[config.mk]
export PLATFORM = sky130hd
export DESIGN_NAME = isolde_vlen_instr_assembler
export DESIGN_NICKNAME = d
export VERILOG_FILES = /design/src/rtl/isolde_vlen_instr_assembler.sv
export SDC_FILE = /design/constraint.sdc
export NUM_CORES = 1
export LEC_CHECK = 0
export ABC_CLOCK_PERIOD_IN_PS = 2500
export CORE_MARGIN = 2
export CORE_UTILIZATION = 45
export CTS_CLUSTER_DIAMETER = 50
export CTS_CLUSTER_SIZE = 8
export DETAILED_ROUTE_END_ITERATION = 7
export GPL_ROUTABILITY_DRIVEN = 0
export GPL_TIMING_DRIVEN = 0
export PLACE_DENSITY = 0.88
export SYNTH_ARGS = -nofsm -noshare
export SYNTH_HDL_FRONTEND = slang
export SYNTH_SLANG_ARGS = --single-unit
[constraint.sdc]
create_clock -name clk_i -period 2.5 [get_ports clk_i]
set_clock_uncertainty 0.1 [all_clocks]
set_input_delay 0.5 -clock clk_i [delete_from_list [all_inputs] [get_ports clk_i]]
set_output_delay 0.5 -clock clk_i [all_outputs]
set_load 0.03 [all_outputs]
[src/rtl/isolde_vlen_instr_assembler.sv]
// isolde_vlen_instr_assembler
//   Gathers 1, 2, 3 or 5 consecutive 32-bit fetch words into one left-aligned
//   instruction bundle for the ISOLDE decoder. The length comes from the
//   first word: opcode [6:0] and nnn [14:12].
// Ports:
//   clk_i, rst_ni          clock, asynchronous active-low reset
//   flush_i                drop any partial or held instruction
//   fetch_*                word stream from the fetch FIFO (valid/ready)
//   instr_*                assembled instruction to the decoder (valid/ready)
//     instr_data_o         word k at bits [32k+31:32k], unused words zero
//     instr_words_o        words held (1..MaxWords)
//     instr_illegal_o      illegal length encoding (emitted as 1 word)
//     instr_fetch_err_o    one of the words carried a fetch error
module isolde_vlen_instr_assembler #(
  parameter int unsigned MaxWords  = 5,
  parameter int unsigned AddrWidth = 32
) (
  input  logic                   clk_i,
  input  logic                   rst_ni,
  input  logic                   flush_i,
  input  logic                   fetch_valid_i,
  output logic                   fetch_ready_o,
  input  logic [31:0]            fetch_rdata_i,
  input  logic [AddrWidth-1:0]   fetch_addr_i,
  input  logic                   fetch_err_i,
  output logic                   instr_valid_o,
  input  logic                   instr_ready_i,
  output logic [32*MaxWords-1:0] instr_data_o,
  output logic [AddrWidth-1:0]   instr_addr_o,
  output logic [2:0]             instr_words_o,
  output logic                   instr_illegal_o,
  output logic                   instr_fetch_err_o
);

  typedef enum logic [1:0] {IDLE, COLLECT, DONE} state_e;

  state_e                     state_q, state_d;
  logic [2:0]                 cnt_q, cnt_d;
  logic [2:0]                 tgt_q, tgt_d;
  logic [MaxWords-1:0][31:0]  data_q, data_d;
  logic [AddrWidth-1:0]       addr_q, addr_d;
  logic                       err_q, err_d;
  logic                       ill_q, ill_d;

  // Length decode of the incoming word, used only when it is a first word.
  logic [6:0] opc;
  logic [2:0] nnn;
  logic [2:0] first_tgt;
  logic       first_ill;

  assign opc = fetch_rdata_i[6:0];
  assign nnn = fetch_rdata_i[14:12];

  always_comb begin
    first_tgt = 3'd1;
    first_ill = 1'b0;
    if (opc == 7'h7F) begin
      if (nnn == 3'h5)      first_tgt = 3'd5;
      else if (nnn == 3'h1) first_tgt = 3'd3;
      else                  first_ill = 1'b1;
    end else if (opc == 7'h3F) begin
      first_tgt = 3'd2;
    end
  end

  logic load_first;

  always_comb begin
    state_d       = state_q;
    cnt_d         = cnt_q;
    tgt_d         = tgt_q;
    data_d        = data_q;
    addr_d        = addr_q;
    err_d         = err_q;
    ill_d         = ill_q;
    fetch_ready_o = 1'b0;
    load_first    = 1'b0;

    if (flush_i) begin
      // Flush wins: nothing is accepted and a held instruction is dropped.
      state_d = IDLE;
      cnt_d   = '0;
      tgt_d   = '0;
      data_d  = '0;
      addr_d  = '0;
      err_d   = 1'b0;
      ill_d   = 1'b0;
    end else begin
      unique case (state_q)
        IDLE: begin
          fetch_ready_o = 1'b1;
          load_first    = fetch_valid_i;
        end
        COLLECT: begin
          fetch_ready_o = 1'b1;
          if (fetch_valid_i) begin
            if (cnt_q < 3'(MaxWords)) data_d[cnt_q] = fetch_rdata_i;
            cnt_d = cnt_q + 3'd1;
            err_d = err_q | fetch_err_i;
            // A bad word ends the instruction early with what we have.
            if (fetch_err_i || (cnt_q + 3'd1 == tgt_q)) state_d = DONE;
          end
        end
        DONE: begin
          // Accepting a new word is only safe when the held one leaves now.
          fetch_ready_o = instr_ready_i;
          if (instr_ready_i) begin
            if (fetch_valid_i) begin
              load_first = 1'b1;
            end else begin
              state_d = IDLE;
              cnt_d   = '0;
              tgt_d   = '0;
              data_d  = '0;
              addr_d  = '0;
              err_d   = 1'b0;
              ill_d   = 1'b0;
            end
          end
        end
        default: state_d = IDLE;
      endcase

      if (load_first) begin
        // Clearing first keeps the unused upper slots zero.
        data_d    = '0;
        data_d[0] = fetch_rdata_i;
        addr_d    = fetch_addr_i;
        tgt_d     = first_tgt;
        cnt_d     = 3'd1;
        err_d     = fetch_err_i;
        ill_d     = first_ill;
        state_d   = (first_tgt == 3'd1 || fetch_err_i) ? DONE : COLLECT;
      end
    end
  end

  always_ff @(posedge clk_i or negedge rst_ni) begin
    if (!rst_ni) begin
      state_q <= IDLE;
      cnt_q   <= '0;
      tgt_q   <= '0;
      data_q  <= '0;
      addr_q  <= '0;
      err_q   <= 1'b0;
      ill_q   <= 1'b0;
    end else begin
      state_q <= state_d;
      cnt_q   <= cnt_d;
      tgt_q   <= tgt_d;
      data_q  <= data_d;
      addr_q  <= addr_d;
      err_q   <= err_d;
      ill_q   <= ill_d;
    end
  end

  assign instr_valid_o     = (state_q == DONE);
  assign instr_data_o      = data_q;
  assign instr_addr_o      = addr_q;
  assign instr_words_o     = cnt_q;
  assign instr_illegal_o   = ill_q;
  assign instr_fetch_err_o = err_q;

endmodule

==> reports/summary.txt, run 1 <==
Outcome - finished clean
Clk Latency, worst-skew pair - 0.52 ns
Busiest grt layer - met2
Post-Synth Adder-Cell Area - 0.162%
Number of post-CTS setup repair buffers - 0
Layout cells sized above 1 - 11.9%
Area Growth Syn to Fin - 48.6%
Worst hold path class - primary input to flop
Core area - 0.0166 mm2
Die height - 135 um
Clock transition at path regs - 0.05 ns
Buf/Inv on CP - 1
Vias in the first global route - 6169
GRT met1 Usage - 34.0%
DRC Markers - 0
Max incr delay on CP - 0.78 ns
Post-synthesis mux area share - 0.195%
Synth Area in Compound Gates - 25.6%
Via-per-instance ratio - 5.72
Clk sinks - 202
Crit path DAT - 1.80 ns
CTS buffer count - 29
Layout Nets - 885
Gr ovfl total - 0
Starting DRT DRC Count - 291
Power Total - 7.79 mW
Max_cap viols - 0
CP Launch Type - flop
Syn_nets - 586
Slew headroom - 57.1%
Met2 Usage GRT - 41.0%
FF+latch count, synth - 202
Mapped Cells - 515
# diodes - 0
Fin crit share - 96.1%
CTS tree - built
Io pins - 269
P per Cell Area - 680 mW/mm2
Number of antenna violations at the first check in global routing - 0
HPWL Detailed - 15.6 mm
Top achievable clock speed - 416 MHz
Unique masters post-synth - 44
Unrepaired setup endpoints after global routing - no
Grt met3 use - 5.33%
Final setup viols - 0
Avg Inst Size Synth - 15.0 um2
Multi-input combinational cell area - 0.00227 mm2
Die width - 135 um
Port Buffers - 266
Worst-margin pin slew - 0.643 ns
Max VDD drop - 0.491 mV
Family with the most delay on the worst path - buffers and inverters
CP cell instances - clkdlybuf4s50_1
Xor/xnor share of the synthesized area - 0.455%
Die Area - 0.0182 mm2
Sequential share of the synthesized area - 65.6%
Routed WL - 23.2 mm
Setup WS pre-CTS - -0.241 ns
Pleak - 5.26 nW
WS Path Type - flop to output port
H-tree Lvls - 1
Slew Viols, Final - 0
Total GRT Usage - 25.0%
Register area - 0.00505 mm2
First-pass GRT wire length - 35.5 mm
CP Capture Type - output port
FILL cells - 1151
Post-synth EDFFs - 0
Yosys warns - 0
Most frequent cells in the layout - clkdlybuf4s50_1, dfrtp_1, a22o_1
Largest family of logic cells by synthesized area - compound AO/OA/AOI/OAI gates
Cell Area, Synth - 0.00770 mm2
Routed Antenna Nets - 0
Post-synthesis async set-or-reset flop share - 100%
Critical path peak fanout - 7
CTS Root Cell - clkbuf_16
Wire per inst - 22.4 um
Synth Area in Simple Gates - 3.05%
Largest net degree at the start of global routing - 127
Cell Rows - 47
Vias - 5931
Final min period - 2.40 ns
Most common cell after layout, fill and taps aside - clkdlybuf4s50_1
Critical path required time - 1.90 ns
Ys flop type - dfrtp_1
Pre-Repair DR Iteration Count - 6
Hold Violations, Final - 0
CTS max path bufs - 3
CP max stage cell - clkdlybuf4s50_1
Starting Density - 46.3%
Slack of the critical path - 0.0966 ns
-- worst min-delay path: stages --
cell     delay, ns
buf_4         0.15
nand2_1       0.06
o31ai_1       0.07
-- stage by stage --
step           setup TNS [ns]  cell area, um2  std cells  util (%)  hold WS (ns)
2_1_floorplan               0            7700        515         -         0.104
3_3_place_gp         -1468.58           10600       1001      63.9         0.373
3_5_place_dp           -0.241           10700       1002      64.1         0.382
4_1_cts                     0           11500       1036      68.8         0.186
5_1_grt                     0           11400       1036      68.8         0.225
6_report                    0           11400       1036      68.8         0.200
-- cell usage after synthesis, types with 2 or more instances --
cell type  instances  area, um2
o21ai_0            4       20.0
buf_2             19       95.1
buf_4              5       37.5
nor3b_2            2       25.0
a22o_1           191       1670
nand2_1           10       37.5
o211a_1            2       20.0
xnor2_1            3       26.3
o21ai_4            5       81.3
buf_6             20        225
nor2b_1            2       12.5
a21oi_1            3       15.0
nor2_1             6       22.5
and2_1             3       18.8
nor3_2             2       20.0
dfrtp_1          202       5050
inv_1              2       7.51
nand2b_1           3       18.8
a32o_1             4       40.0
nor3_1             3       15.0
-- metal layers --
layer	up-vias	wire, um
met3	38	1600
li1	2569	-
met4	0	462
met1	3073	9650
met5	-	0
met2	251	11500
-- cell families after synthesis --
family | Yosys count
AOI/OAI and AO/OA | 220
xor gates and xnor gates | 4
adders and majority gates | 1
buffers and inverters | 49
DFF | 202
muxes | 1
and+or+nand+nor | 38
-- flip-flops by register name (all words and copies together), names as in the netlist --
| register | cells |
|---|---|
| instr_data_o | 160 |
| instr_addr_o | 32 |
| instr_words_o | 3 |
| tgt_q | 3 |
| state_q | 2 |
| instr_fetch_err_o | 1 |
| instr_illegal_o | 1 |
-- path summary, 6_finish.rpt --
kind                                                    start                       endpoint  slack (ns)  cells past startpoint
worst min register to register  instr_data_o[109]$_DFFE_PN0P_  instr_data_o[109]$_DFFE_PN0P_        0.39                      1
worst max-delay path             instr_words_o[1]$_DFFE_PN0P_               instr_words_o[1]         0.1                      1
worst max register to register   instr_words_o[0]$_DFFE_PN0P_   instr_data_o[22]$_DFFE_PN0P_        0.48                      5
worst min-delay path                            fetch_valid_i         state_q[1]$_DFFE_PN0P_        0.20                      3
max in group asynchronous                              rst_ni   instr_data_o[39]$_DFFE_PN0P_        0.84                      3
min in group asynchronous                              rst_ni   instr_data_o[82]$_DFFE_PN0P_        0.44                      2
-- power by group --
part           internal (mW)  switching (mW)
sequential              3.35          0.0481
clock                   2.13            1.31
combinational          0.384           0.556
-- area by class of cell --
type	count	share of cell area, %
timing repair buffer	268	23.6
tap	220	2.40
clock buffer	31	6.40
buffer	46	3.20
inverter	3	0.0984
sequential	202	44.2
clock inverter	2	0.339
multi-input combinational	264	19.8
-- what timing repair did --
item                                   in CTS  in global routing
hold buffers                                1                  0
gates resized for setup                     2                  2
endpoints found under the hold margin      76                  0
setup endpoints to repair                   2                  1
Note: power is estimated with default switching activity, not from simulation.
==> run 2: changes to the inputs <==
--- a/config.mk
+++ b/config.mk
@@ -17,3 +17,4 @@
 export SYNTH_ARGS = -nofsm -noshare
 export SYNTH_HDL_FRONTEND = slang
 export SYNTH_SLANG_ARGS = --single-unit
+export TNS_END_PERCENT = 20
==> results of run 2 <==
No change in the layout: final DEF, timing and power equal those of run 1.
